**src/rtl/axi_lite_regbank_pkg.sv**
```systemverilog
// axi_lite_regbank_pkg
//   Shared constants and types for the AXI4-Lite register bank: response
//   codes, fabric-port operation codes, write/read channel state types and
//   the helper that derives the word-address LSB from the data width.
package axi_lite_regbank_pkg;

    localparam logic [1:0] RESP_OKAY   = 2'b00;
    localparam logic [1:0] RESP_SLVERR = 2'b10;

    localparam logic [1:0] REG_OP_IDLE  = 2'd0;
    localparam logic [1:0] REG_OP_READ  = 2'd1;
    localparam logic [1:0] REG_OP_WRITE = 2'd2;
    localparam logic [1:0] REG_OP_SET   = 2'd3;

    typedef enum logic {
        W_IDLE,
        W_RESP
    } w_state_t;

    typedef enum logic {
        R_IDLE,
        R_DATA
    } r_state_t;

    // Number of byte-offset address bits below the register index.
    function automatic int unsigned addr_lsb(input int unsigned data_w);
        return $clog2(data_w / 8);
    endfunction

endpackage

```
**src/rtl/axi_lite_regbank_if.sv**
```systemverilog
// axi_lite_regbank_if
//   AXI4-Lite bus bundle (AW, W, B, AR, R channels).
//   slave  : register bank side (receives AW/W/AR, drives B/R and readies)
//   master : interconnect / testbench side
interface axi_lite_regbank_if #(
    parameter int unsigned DATA_W = 32,
    parameter int unsigned ADDR_W = 6
);
    logic [ADDR_W-1:0]   AWADDR;
    logic [2:0]          AWPROT;
    logic                AWVALID;
    logic                AWREADY;
    logic [DATA_W-1:0]   WDATA;
    logic [DATA_W/8-1:0] WSTRB;
    logic                WVALID;
    logic                WREADY;
    logic [1:0]          BRESP;
    logic                BVALID;
    logic                BREADY;
    logic [ADDR_W-1:0]   ARADDR;
    logic [2:0]          ARPROT;
    logic                ARVALID;
    logic                ARREADY;
    logic [DATA_W-1:0]   RDATA;
    logic [1:0]          RRESP;
    logic                RVALID;
    logic                RREADY;

    modport slave (
        input  AWADDR, AWPROT, AWVALID, WDATA, WSTRB, WVALID, BREADY,
               ARADDR, ARPROT, ARVALID, RREADY,
        output AWREADY, WREADY, BRESP, BVALID, ARREADY, RDATA, RRESP, RVALID
    );

    modport master (
        output AWADDR, AWPROT, AWVALID, WDATA, WSTRB, WVALID, BREADY,
               ARADDR, ARPROT, ARVALID, RREADY,
        input  AWREADY, WREADY, BRESP, BVALID, ARREADY, RDATA, RRESP, RVALID
    );

endinterface

```
**src/rtl/axi_lite_regbank_wr_channel.sv**
```systemverilog
// axi_lite_regbank_wr_channel
//   AXI4-Lite write path: independent AW/W capture with held flags, the
//   W_IDLE/W_RESP FSM and BRESP generation.
//   Ports:
//     i_clk, i_rst      clock, asynchronous active-high reset
//     s_axi             AW, W and B channel members of the bus
//     o_commit_ok       one-cycle pulse: an OKAY write commits on this edge
//     o_commit_idx      register index of the commit
//     o_commit_data     write data of the commit
//     o_commit_strb     byte enables of the commit
module axi_lite_regbank_wr_channel
    import axi_lite_regbank_pkg::*;
#(
    parameter int unsigned DW = 32,
    parameter int unsigned AW = 6,
    parameter int unsigned N  = 8,
    parameter logic [N-1:0] RO_MASK = '0,
    localparam int unsigned ADDR_LSB = addr_lsb(DW),
    localparam int unsigned IW = AW - ADDR_LSB
) (
    input  logic                i_clk,
    input  logic                i_rst,
    axi_lite_regbank_if.slave   s_axi,
    output logic                o_commit_ok,
    output logic [IW-1:0]       o_commit_idx,
    output logic [DW-1:0]       o_commit_data,
    output logic [DW/8-1:0]     o_commit_strb
);

    w_state_t           r_state, w_next;
    logic               r_aw_held, r_w_held, w_aw_held_n, w_w_held_n;
    logic [AW-1:0]      r_awaddr;
    logic [DW-1:0]      r_wdata;
    logic [DW/8-1:0]    r_wstrb;
    logic               r_awready, r_wready, r_bvalid;
    logic [1:0]         r_bresp;
    logic               w_aw_hs, w_w_hs, w_commit, w_slverr;
    logic [AW-1:0]      w_addr;
    logic [IW-1:0]      w_idx;
    logic [(1<<IW)-1:0] w_ro_ext;
    logic               w_unused_aw;

    assign w_aw_hs = s_axi.AWVALID && r_awready;
    assign w_w_hs  = s_axi.WVALID && r_wready;

    // Held values take precedence; otherwise use the live handshake.
    assign w_addr        = r_aw_held ? r_awaddr : s_axi.AWADDR;
    assign o_commit_data = r_w_held  ? r_wdata  : s_axi.WDATA;
    assign o_commit_strb = r_w_held  ? r_wstrb  : s_axi.WSTRB;
    assign w_idx         = w_addr[AW-1:ADDR_LSB];
    assign o_commit_idx  = w_idx;

    assign w_commit = (r_state == W_IDLE) && (r_aw_held || w_aw_hs)
                                          && (r_w_held  || w_w_hs);

    // Indices beyond the register count read as 1, folding the range check
    // into the read-only lookup.
    always_comb begin
        w_ro_ext        = '1;
        w_ro_ext[N-1:0] = RO_MASK;
    end
    assign w_slverr    = w_ro_ext[w_idx];
    assign o_commit_ok = w_commit && !w_slverr;

    assign w_unused_aw = ^{s_axi.AWPROT, w_addr[ADDR_LSB-1:0]};

    always_comb begin
        w_next      = r_state;
        w_aw_held_n = r_aw_held;
        w_w_held_n  = r_w_held;
        unique case (r_state)
            W_IDLE: begin
                if (w_commit) begin
                    w_next      = W_RESP;
                    w_aw_held_n = 1'b0;
                    w_w_held_n  = 1'b0;
                end else begin
                    if (w_aw_hs) w_aw_held_n = 1'b1;
                    if (w_w_hs)  w_w_held_n  = 1'b1;
                end
            end
            W_RESP: begin
                if (s_axi.BREADY) w_next = W_IDLE;
            end
            default: w_next = W_IDLE;
        endcase
    end

    always_ff @(posedge i_clk or posedge i_rst) begin
        if (i_rst) begin
            r_state   <= W_IDLE;
            r_aw_held <= 1'b0;
            r_w_held  <= 1'b0;
            r_awready <= 1'b0;
            r_wready  <= 1'b0;
            r_bvalid  <= 1'b0;
            r_bresp   <= RESP_OKAY;
            r_awaddr  <= '0;
            r_wdata   <= '0;
            r_wstrb   <= '0;
        end else begin
            r_state   <= w_next;
            r_aw_held <= w_aw_held_n;
            r_w_held  <= w_w_held_n;
            // Readies are registered so they stay low during reset and rise
            // on the first edge after release.
            r_awready <= (w_next == W_IDLE) && !w_aw_held_n;
            r_wready  <= (w_next == W_IDLE) && !w_w_held_n;
            r_bvalid  <= (w_next == W_RESP);
            if (w_commit) r_bresp <= w_slverr ? RESP_SLVERR : RESP_OKAY;
            if (w_aw_hs)  r_awaddr <= s_axi.AWADDR;
            if (w_w_hs) begin
                r_wdata <= s_axi.WDATA;
                r_wstrb <= s_axi.WSTRB;
            end
        end
    end

    assign s_axi.AWREADY = r_awready;
    assign s_axi.WREADY  = r_wready;
    assign s_axi.BVALID  = r_bvalid;
    assign s_axi.BRESP   = r_bresp;

endmodule

```
**src/rtl/axi_lite_regbank.sv**
```systemverilog
// axi_lite_regbank
//   AXI4-Lite slave register bank with a fabric-side register port.
//   Ports:
//     S_AXI_ACLK, S_AXI_ARESET  clock, asynchronous active-high reset
//     s_axi                     AXI4-Lite slave bus
//     register_operation        fabric op: idle / read / write / set-bits
//     register_number           fabric register index
//     register_write            fabric write / set data
//     register_read             fabric read data (registered)
//     register_wr_strobe        per-register pulse after an OKAY AXI commit
module axi_lite_regbank
    import axi_lite_regbank_pkg::*;
#(
    parameter int unsigned C_S_AXI_DATA_WIDTH  = 32,
    parameter int unsigned C_S_AXI_ADDR_WIDTH  = 6,
    parameter int unsigned NUMBER_OF_REGISTERS = 8,
    parameter logic [NUMBER_OF_REGISTERS-1:0] RO_MASK = '0
) (
    input  logic                           S_AXI_ACLK,
    input  logic                           S_AXI_ARESET,
    axi_lite_regbank_if.slave              s_axi,
    input  logic [1:0]                     register_operation,
    input  logic [7:0]                     register_number,
    input  logic [C_S_AXI_DATA_WIDTH-1:0]  register_write,
    output logic [C_S_AXI_DATA_WIDTH-1:0]  register_read,
    output logic [NUMBER_OF_REGISTERS-1:0] register_wr_strobe
);

    localparam int unsigned DW       = C_S_AXI_DATA_WIDTH;
    localparam int unsigned AW       = C_S_AXI_ADDR_WIDTH;
    localparam int unsigned N        = NUMBER_OF_REGISTERS;
    localparam int unsigned ADDR_LSB = addr_lsb(DW);
    localparam int unsigned IW       = AW - ADDR_LSB;

    logic [DW-1:0]   r_regs [N];
    logic [DW-1:0]   r_fab_rd, w_fab_val;
    logic [N-1:0]    r_wr_strobe;
    logic            w_commit_ok;
    logic [IW-1:0]   w_commit_idx, w_ar_idx;
    logic [DW-1:0]   w_commit_data, w_ar_val;
    logic [DW/8-1:0] w_commit_strb;
    logic            w_ar_hs, w_ar_in_range;
    r_state_t        r_rstate, w_rnext;
    logic            r_arready, r_rvalid;
    logic [DW-1:0]   r_rdata;
    logic [1:0]      r_rresp;
    logic            w_unused_ar;

    function automatic logic [DW-1:0] apply_strb(input logic [DW-1:0]   old_v,
                                                 input logic [DW-1:0]   new_v,
                                                 input logic [DW/8-1:0] strb);
        apply_strb = old_v;
        for (int unsigned b = 0; b < DW / 8; b++)
            if (strb[b]) apply_strb[b*8 +: 8] = new_v[b*8 +: 8];
    endfunction

    axi_lite_regbank_wr_channel #(
        .DW      (DW),
        .AW      (AW),
        .N       (N),
        .RO_MASK (RO_MASK)
    ) u_wr_channel (
        .i_clk         (S_AXI_ACLK),
        .i_rst         (S_AXI_ARESET),
        .s_axi         (s_axi),
        .o_commit_ok   (w_commit_ok),
        .o_commit_idx  (w_commit_idx),
        .o_commit_data (w_commit_data),
        .o_commit_strb (w_commit_strb)
    );

    // Register storage: AXI commit first, fabric afterwards so the fabric
    // wins a same-register collision on the same edge.
    always_ff @(posedge S_AXI_ACLK or posedge S_AXI_ARESET) begin
        if (S_AXI_ARESET) begin
            for (int unsigned i = 0; i < N; i++) r_regs[i] <= '0;
        end else begin
            for (int unsigned i = 0; i < N; i++) begin
                if (w_commit_ok && (32'(w_commit_idx) == i))
                    r_regs[i] <= apply_strb(r_regs[i], w_commit_data, w_commit_strb);
                if (register_number == 8'(i)) begin
                    case (register_operation)
                        REG_OP_WRITE: r_regs[i] <= register_write;
                        REG_OP_SET:   r_regs[i] <= r_regs[i] | register_write;
                        default: ;
                    endcase
                end
            end
        end
    end

    always_ff @(posedge S_AXI_ACLK or posedge S_AXI_ARESET) begin
        if (S_AXI_ARESET) begin
            r_wr_strobe <= '0;
        end else begin
            for (int unsigned i = 0; i < N; i++)
                r_wr_strobe[i] <= w_commit_ok && (32'(w_commit_idx) == i);
        end
    end

    // Fabric read: out-of-range indices yield zero.
    always_comb begin
        w_fab_val = '0;
        for (int unsigned i = 0; i < N; i++)
            if (register_number == 8'(i)) w_fab_val = r_regs[i];
    end

    always_ff @(posedge S_AXI_ACLK or posedge S_AXI_ARESET) begin
        if (S_AXI_ARESET)                          r_fab_rd <= '0;
        else if (register_operation == REG_OP_READ) r_fab_rd <= w_fab_val;
    end

    // Read channel.
    assign w_ar_idx      = s_axi.ARADDR[AW-1:ADDR_LSB];
    assign w_ar_in_range = 32'(w_ar_idx) < N;
    assign w_ar_hs       = s_axi.ARVALID && r_arready;
    assign w_unused_ar   = ^{s_axi.ARPROT, s_axi.ARADDR[ADDR_LSB-1:0]};

    always_comb begin
        w_ar_val = '0;
        for (int unsigned i = 0; i < N; i++)
            if (32'(w_ar_idx) == i) w_ar_val = r_regs[i];
    end

    always_comb begin
        w_rnext = r_rstate;
        unique case (r_rstate)
            R_IDLE:  if (w_ar_hs) w_rnext = R_DATA;
            R_DATA:  if (s_axi.RREADY) w_rnext = R_IDLE;
            default: w_rnext = R_IDLE;
        endcase
    end

    always_ff @(posedge S_AXI_ACLK or posedge S_AXI_ARESET) begin
        if (S_AXI_ARESET) r_rstate <= R_IDLE;
        else              r_rstate <= w_rnext;
    end

    always_ff @(posedge S_AXI_ACLK or posedge S_AXI_ARESET) begin
        if (S_AXI_ARESET) begin
            r_arready <= 1'b0;
            r_rvalid  <= 1'b0;
            r_rdata   <= '0;
            r_rresp   <= RESP_OKAY;
        end else begin
            r_arready <= (w_rnext == R_IDLE);
            r_rvalid  <= (w_rnext == R_DATA);
            if (w_ar_hs) begin
                r_rdata <= w_ar_in_range ? w_ar_val : '0;
                r_rresp <= w_ar_in_range ? RESP_OKAY : RESP_SLVERR;
            end
        end
    end

    assign s_axi.ARREADY      = r_arready;
    assign s_axi.RVALID       = r_rvalid;
    assign s_axi.RDATA        = r_rdata;
    assign s_axi.RRESP        = r_rresp;
    assign register_read      = r_fab_rd;
    assign register_wr_strobe = r_wr_strobe;

endmodule
```
**src/flat_wrapper.sv**
```systemverilog
// flat-port wrapper written by rule: the top's interface ports become plain ports
module axi_lite_regbank_flat import axi_lite_regbank_pkg::*;
#(
    parameter int unsigned C_S_AXI_DATA_WIDTH  = 32,
    parameter int unsigned C_S_AXI_ADDR_WIDTH  = 6,
    parameter int unsigned NUMBER_OF_REGISTERS = 8,
    parameter logic [NUMBER_OF_REGISTERS-1:0] RO_MASK = '0
)
  (S_AXI_ACLK, S_AXI_ARESET, register_operation, register_number, register_write, register_read, register_wr_strobe, s_axi_AWADDR, s_axi_AWPROT, s_axi_AWVALID, s_axi_WDATA, s_axi_WSTRB, s_axi_WVALID, s_axi_BREADY, s_axi_ARADDR, s_axi_ARPROT, s_axi_ARVALID, s_axi_RREADY, s_axi_AWREADY, s_axi_WREADY, s_axi_BRESP, s_axi_BVALID, s_axi_ARREADY, s_axi_RDATA, s_axi_RRESP, s_axi_RVALID);
  axi_lite_regbank_if s_axi_i ();
  input  logic S_AXI_ACLK;
  input  logic S_AXI_ARESET;
  input  logic [1:0] register_operation;
  input  logic [7:0] register_number;
  input  logic [C_S_AXI_DATA_WIDTH-1:0] register_write;
  output logic [C_S_AXI_DATA_WIDTH-1:0] register_read;
  output logic [NUMBER_OF_REGISTERS-1:0] register_wr_strobe;
  input wire logic [$bits(s_axi_i.AWADDR)-1:0] s_axi_AWADDR;
  input wire logic [$bits(s_axi_i.AWPROT)-1:0] s_axi_AWPROT;
  input wire logic [$bits(s_axi_i.AWVALID)-1:0] s_axi_AWVALID;
  input wire logic [$bits(s_axi_i.WDATA)-1:0] s_axi_WDATA;
  input wire logic [$bits(s_axi_i.WSTRB)-1:0] s_axi_WSTRB;
  input wire logic [$bits(s_axi_i.WVALID)-1:0] s_axi_WVALID;
  input wire logic [$bits(s_axi_i.BREADY)-1:0] s_axi_BREADY;
  input wire logic [$bits(s_axi_i.ARADDR)-1:0] s_axi_ARADDR;
  input wire logic [$bits(s_axi_i.ARPROT)-1:0] s_axi_ARPROT;
  input wire logic [$bits(s_axi_i.ARVALID)-1:0] s_axi_ARVALID;
  input wire logic [$bits(s_axi_i.RREADY)-1:0] s_axi_RREADY;
  output wire logic [$bits(s_axi_i.AWREADY)-1:0] s_axi_AWREADY;
  output wire logic [$bits(s_axi_i.WREADY)-1:0] s_axi_WREADY;
  output wire logic [$bits(s_axi_i.BRESP)-1:0] s_axi_BRESP;
  output wire logic [$bits(s_axi_i.BVALID)-1:0] s_axi_BVALID;
  output wire logic [$bits(s_axi_i.ARREADY)-1:0] s_axi_ARREADY;
  output wire logic [$bits(s_axi_i.RDATA)-1:0] s_axi_RDATA;
  output wire logic [$bits(s_axi_i.RRESP)-1:0] s_axi_RRESP;
  output wire logic [$bits(s_axi_i.RVALID)-1:0] s_axi_RVALID;
  assign s_axi_i.AWADDR = s_axi_AWADDR;
  assign s_axi_i.AWPROT = s_axi_AWPROT;
  assign s_axi_i.AWVALID = s_axi_AWVALID;
  assign s_axi_i.WDATA = s_axi_WDATA;
  assign s_axi_i.WSTRB = s_axi_WSTRB;
  assign s_axi_i.WVALID = s_axi_WVALID;
  assign s_axi_i.BREADY = s_axi_BREADY;
  assign s_axi_i.ARADDR = s_axi_ARADDR;
  assign s_axi_i.ARPROT = s_axi_ARPROT;
  assign s_axi_i.ARVALID = s_axi_ARVALID;
  assign s_axi_i.RREADY = s_axi_RREADY;
  assign s_axi_AWREADY = s_axi_i.AWREADY;
  assign s_axi_WREADY = s_axi_i.WREADY;
  assign s_axi_BRESP = s_axi_i.BRESP;
  assign s_axi_BVALID = s_axi_i.BVALID;
  assign s_axi_ARREADY = s_axi_i.ARREADY;
  assign s_axi_RDATA = s_axi_i.RDATA;
  assign s_axi_RRESP = s_axi_i.RRESP;
  assign s_axi_RVALID = s_axi_i.RVALID;
  axi_lite_regbank #(.C_S_AXI_DATA_WIDTH(C_S_AXI_DATA_WIDTH), .C_S_AXI_ADDR_WIDTH(C_S_AXI_ADDR_WIDTH), .NUMBER_OF_REGISTERS(NUMBER_OF_REGISTERS), .RO_MASK(RO_MASK)) u_core (.S_AXI_ACLK(S_AXI_ACLK), .S_AXI_ARESET(S_AXI_ARESET), .s_axi(s_axi_i), .register_operation(register_operation), .register_number(register_number), .register_write(register_write), .register_read(register_read), .register_wr_strobe(register_wr_strobe));
endmodule
```
**config.mk**
```make
export PLATFORM = sky130hd
export DESIGN_NAME = axi_lite_regbank_flat
export DESIGN_NICKNAME = d
export VERILOG_FILES = /design/src/rtl/axi_lite_regbank_pkg.sv /design/src/rtl/axi_lite_regbank_if.sv /design/src/rtl/axi_lite_regbank_wr_channel.sv /design/src/rtl/axi_lite_regbank.sv /design/src/flat_wrapper.sv
export SDC_FILE = /design/constraint.sdc
export NUM_CORES = 1
export LEC_CHECK = 0
export BUFFER_PORTS_ARGS = -buffer_cell sky130_fd_sc_hd__buf_2
export CAP_MARGIN = 20
export CORE_MARGIN = 2
export CORE_UTILIZATION = 62
export DETAILED_ROUTE_END_ITERATION = 7
export PLACE_DENSITY = 0.88
export SKIP_CTS_REPAIR_TIMING = 1
export SYNTH_ARGS = -nofsm -noshare
export SYNTH_HDL_FRONTEND = slang
export SYNTH_SLANG_ARGS = --single-unit
```
**constraint.sdc**
```tcl
create_clock -name S_AXI_ACLK -period 21.9 [get_ports S_AXI_ACLK]
set_clock_uncertainty 0.05 [all_clocks]
set_input_delay 3.285 -clock S_AXI_ACLK [delete_from_list [all_inputs] [get_ports S_AXI_ACLK]]
set_output_delay 3.285 -clock S_AXI_ACLK [all_outputs]
set_load 0.02 [all_outputs]
```
==> flow_metrics.tcl <==
set metrics [dict create \
    synth_seq_cells 377 \
    preCtsSetupSlack_ns 15.67 \
    initial_core_util 0.632 \
    drt-wirelength-per-cell_um 27.0 \
    area_growth_pct 10.3 \
    worstSetupStartpoint "s_axi_ARADDR[2]" \
    finalWorstSetupSlack_ns 16.22 \
    path_common_cell "buf_4" \
    finalPower_mw 2.95 \
    coreArea_sq_um 33600 \
    final-setup-viol-count 0 \
    drive_gt1_frac 0.185 \
    post-dp-hpwl_um 45800 \
    viasPerCell 7.72 \
    antenna_found_initial 4 \
    rsz0062_at_grt "no" \
    peakVddDrop_mv 0.0950 \
    cp_data_arrival_time_ns 6.03 \
    cts.path.max_buffers 3 \
    synth_cell_types 45 \
    slew_violations 0 \
    start_kind "input port" \
    fmax_ghz 0.176 \
    worst_pin_slew_ns 1.19 \
    fp.dieArea_sq_um 35700 \
    clk-insertion-delay-late_ns 0.56 \
    drt_first_pass_iters 8 \
    p_leak_nw 9.79 \
    critPathMaxStageDelay_ns 0.77 \
    synth_ff_type "dfrtp_1" \
    clock-root-buffer "clkbuf_16" \
    r2r_start "u_core.u_wr_channel.r_w_held" \
    place_inst 2576 \
    pin_count 184 \
    p_per_area_nw_per_um2 126 \
    synth-edff-count 0 \
    drv_cap 0 \
    cts_max_level 2 \
    end_kind "flip-flop" \
    finalSetupTns_ns 0 \
    ys_async_sr_fraction 1.00 \
    relSlewSlack 0.200 \
    period_share 0.259 \
    num_rows 67 \
    min_path_type "flip-flop to flip-flop" \
    path_clk_slew_ns 0.06 \
    violations "design-rule violations" \
    r2r_cells 7 \
    num_vias 20500 \
    drt_wl_total_um 71500 \
    grt_pass1_wl_um 111000 \
    clkSinkCount 377 \
    drcViolationCount 16 \
    critPathRequiredTime_ns 22.25 \
    synth-seq-area-share 0.444 \
    netlist_instances 2147 \
    track_usage 0.395 \
    fp.dieH_um 189 \
    drt_iter0_markers 4154 \
    critPathKind "input port to flip-flop" \
    yosysWarnings 0 \
    grt_overflow_total 0 \
    stdcell_count 2654 \
    rr_endpoint "u_core.r_regs[231]" \
    grt_pass1_vias 19900 \
    portBuffers 171 \
    cts_tree "built" \
    ant_nets 0 \
    crit_fanout 36 \
    r2r_setup_slack_ns 18.29 \
    run_status "finished, violations left" \
    crit_chain "buf_4 > buf_4 > buf_4 > nand3_1 > o21bai_1 > o31ai_1" \
    syn-cell-area_sq_um 21200 \
    grt_max_degree 166 \
    cp_slowest_cell "nand3_1" \
    syn_area_per_cell_sq_um 9.89 \
    num-fill-cells 2463 \
    die_w_um 189 \
    min_period_ns 5.68 \
    final_hold_viol_count 0 \
    cts-buffers-inserted 41 \
    crit_end "u_core.s_axi.RDATA[22]" \
    gp_congestion 0.957 \
    layout.nets 2278 \
]
==> state kept, by name, summed over array words and instances (netlist names), 4 cells and up <==
signal,flops
u_core.register_read,32
u_core.register_wr_strobe,8
u_core.u_wr_channel.r_wdata,32
u_core.u_wr_channel.r_awaddr,4
u_core.r_regs,256
u_core.s_axi.RDATA,32
u_core.u_wr_channel.r_wstrb,4
==> critical path, delay by kind of cell <==
family	cells	cell delay [ns]
buffers and inverters	3	1.42
AND/OR/NAND/NOR	1	0.77
AO/OA/AOI/OAI	2	0.51
==> worst min-delay path by stage <==
stage,from,endpoint,cells past startpoint
after floorplan,u_core.u_wr_channel.r_awaddr[5],u_core.u_wr_channel.r_awaddr[5],1
after global placement,u_core.s_axi.RRESP[1],u_core.s_axi.RRESP[1],2
after detailed placement,u_core.s_axi.RDATA[19],u_core.s_axi.RDATA[19],2
after CTS,u_core.s_axi.RDATA[19],u_core.s_axi.RDATA[19],2
after global routing,u_core.s_axi.RDATA[29],u_core.s_axi.RDATA[29],2
final,u_core.s_axi.RRESP[1],u_core.s_axi.RRESP[1],2
==> routing by layer <==
layer | part of all wire | track usage | up-vias
met5 | 0.0014 | 0.0124 | -
met4 | 0.042 | 0.177 | 8
met3 | 0.17 | 0.176 | 354
met2 | 0.42 | 0.556 | 1879
met1 | 0.36 | 0.527 | 9791
li1 | - | - | 8468
==> kinds of logic (layout without fill, tap and decap cells) <==
| family | count (synthesis) | after routing | share of synthesized area |
|---|---|---|---|
| other | 1 | 5 | 0.000177 |
| AO/OA/AOI/OAI | 1009 | 1009 | 0.305 |
| AND/OR/NAND/NOR | 319 | 319 | 0.0709 |
| multiplexers | 203 | 203 | 0.129 |
| flip-flops | 377 | 377 | 0.444 |
| buffers and inverters | 238 | 293 | 0.0513 |
==> final cells by class <==
class / count / area [sq um] / share of cell area
Multi-Input combinational cell: 1533 / 10800 / 0.461
Sequential cell: 377 / 9440 / 0.403
Timing Repair Buffer: 218 / 1280 / 0.0547
Clock buffer: 59 / 1200 / 0.0511
Tap cell: 448 / 561 / 0.0239
Clock inverter: 12 / 123 / 0.00524
Inverter: 4 / 22.5 / 0.000962
Antenna cell: 3 / 7.51 / 0.000321
==> synthesized netlist by cell type, drive strengths merged (25+ instances only) <==
| master | n | share of area |
|---|---|---|
| a221oi | 284 | 0.12 |
| mux2 | 46 | 0.024 |
| mux2i | 106 | 0.050 |
| dfrtp | 377 | 0.44 |
| o21ai | 74 | 0.017 |
| nor2 | 90 | 0.016 |
| clkbuf | 142 | 0.025 |
| nor2b | 25 | 0.0074 |
| nand2 | 101 | 0.018 |
| nor3 | 65 | 0.016 |
| buf | 92 | 0.026 |
| mux4 | 51 | 0.054 |
| o2bb2ai | 28 | 0.012 |
| a21oi | 542 | 0.13 |
==> through the flow <==
step                utilization  hold slack [ns]  cell area (sq um)
global route              0.696            0.452              23400
global placement          0.654            0.406              22000
detailed placement        0.655            0.411              22000
CTS                       0.695            0.425              23300
floorplan                     -            0.424              21200
finish                    0.696            0.425              23400
==> where the power goes <==
group / internal, mW / total [mW] / switching (mW)
combinational: 0.444 / 0.988 / 0.543
sequential: 0.974 / 1.27 / 0.301
clock: 0.403 / 0.692 / 0.289
total: 1.82 / 2.95 / 1.13
==> placed cells by master (no fill, tap or decap), types with 51 or more instances in the layout <==
cell type	count
buf_2	168
o21ai_0	74
a21oi_1	541
nand2_1	100
mux2i_1	105
mux4_2	51
dfrtp_1	376
a221oi_1	284
nor2_1	86
nor3_1	60
Note: power is estimated with default switching activity, not from simulation.
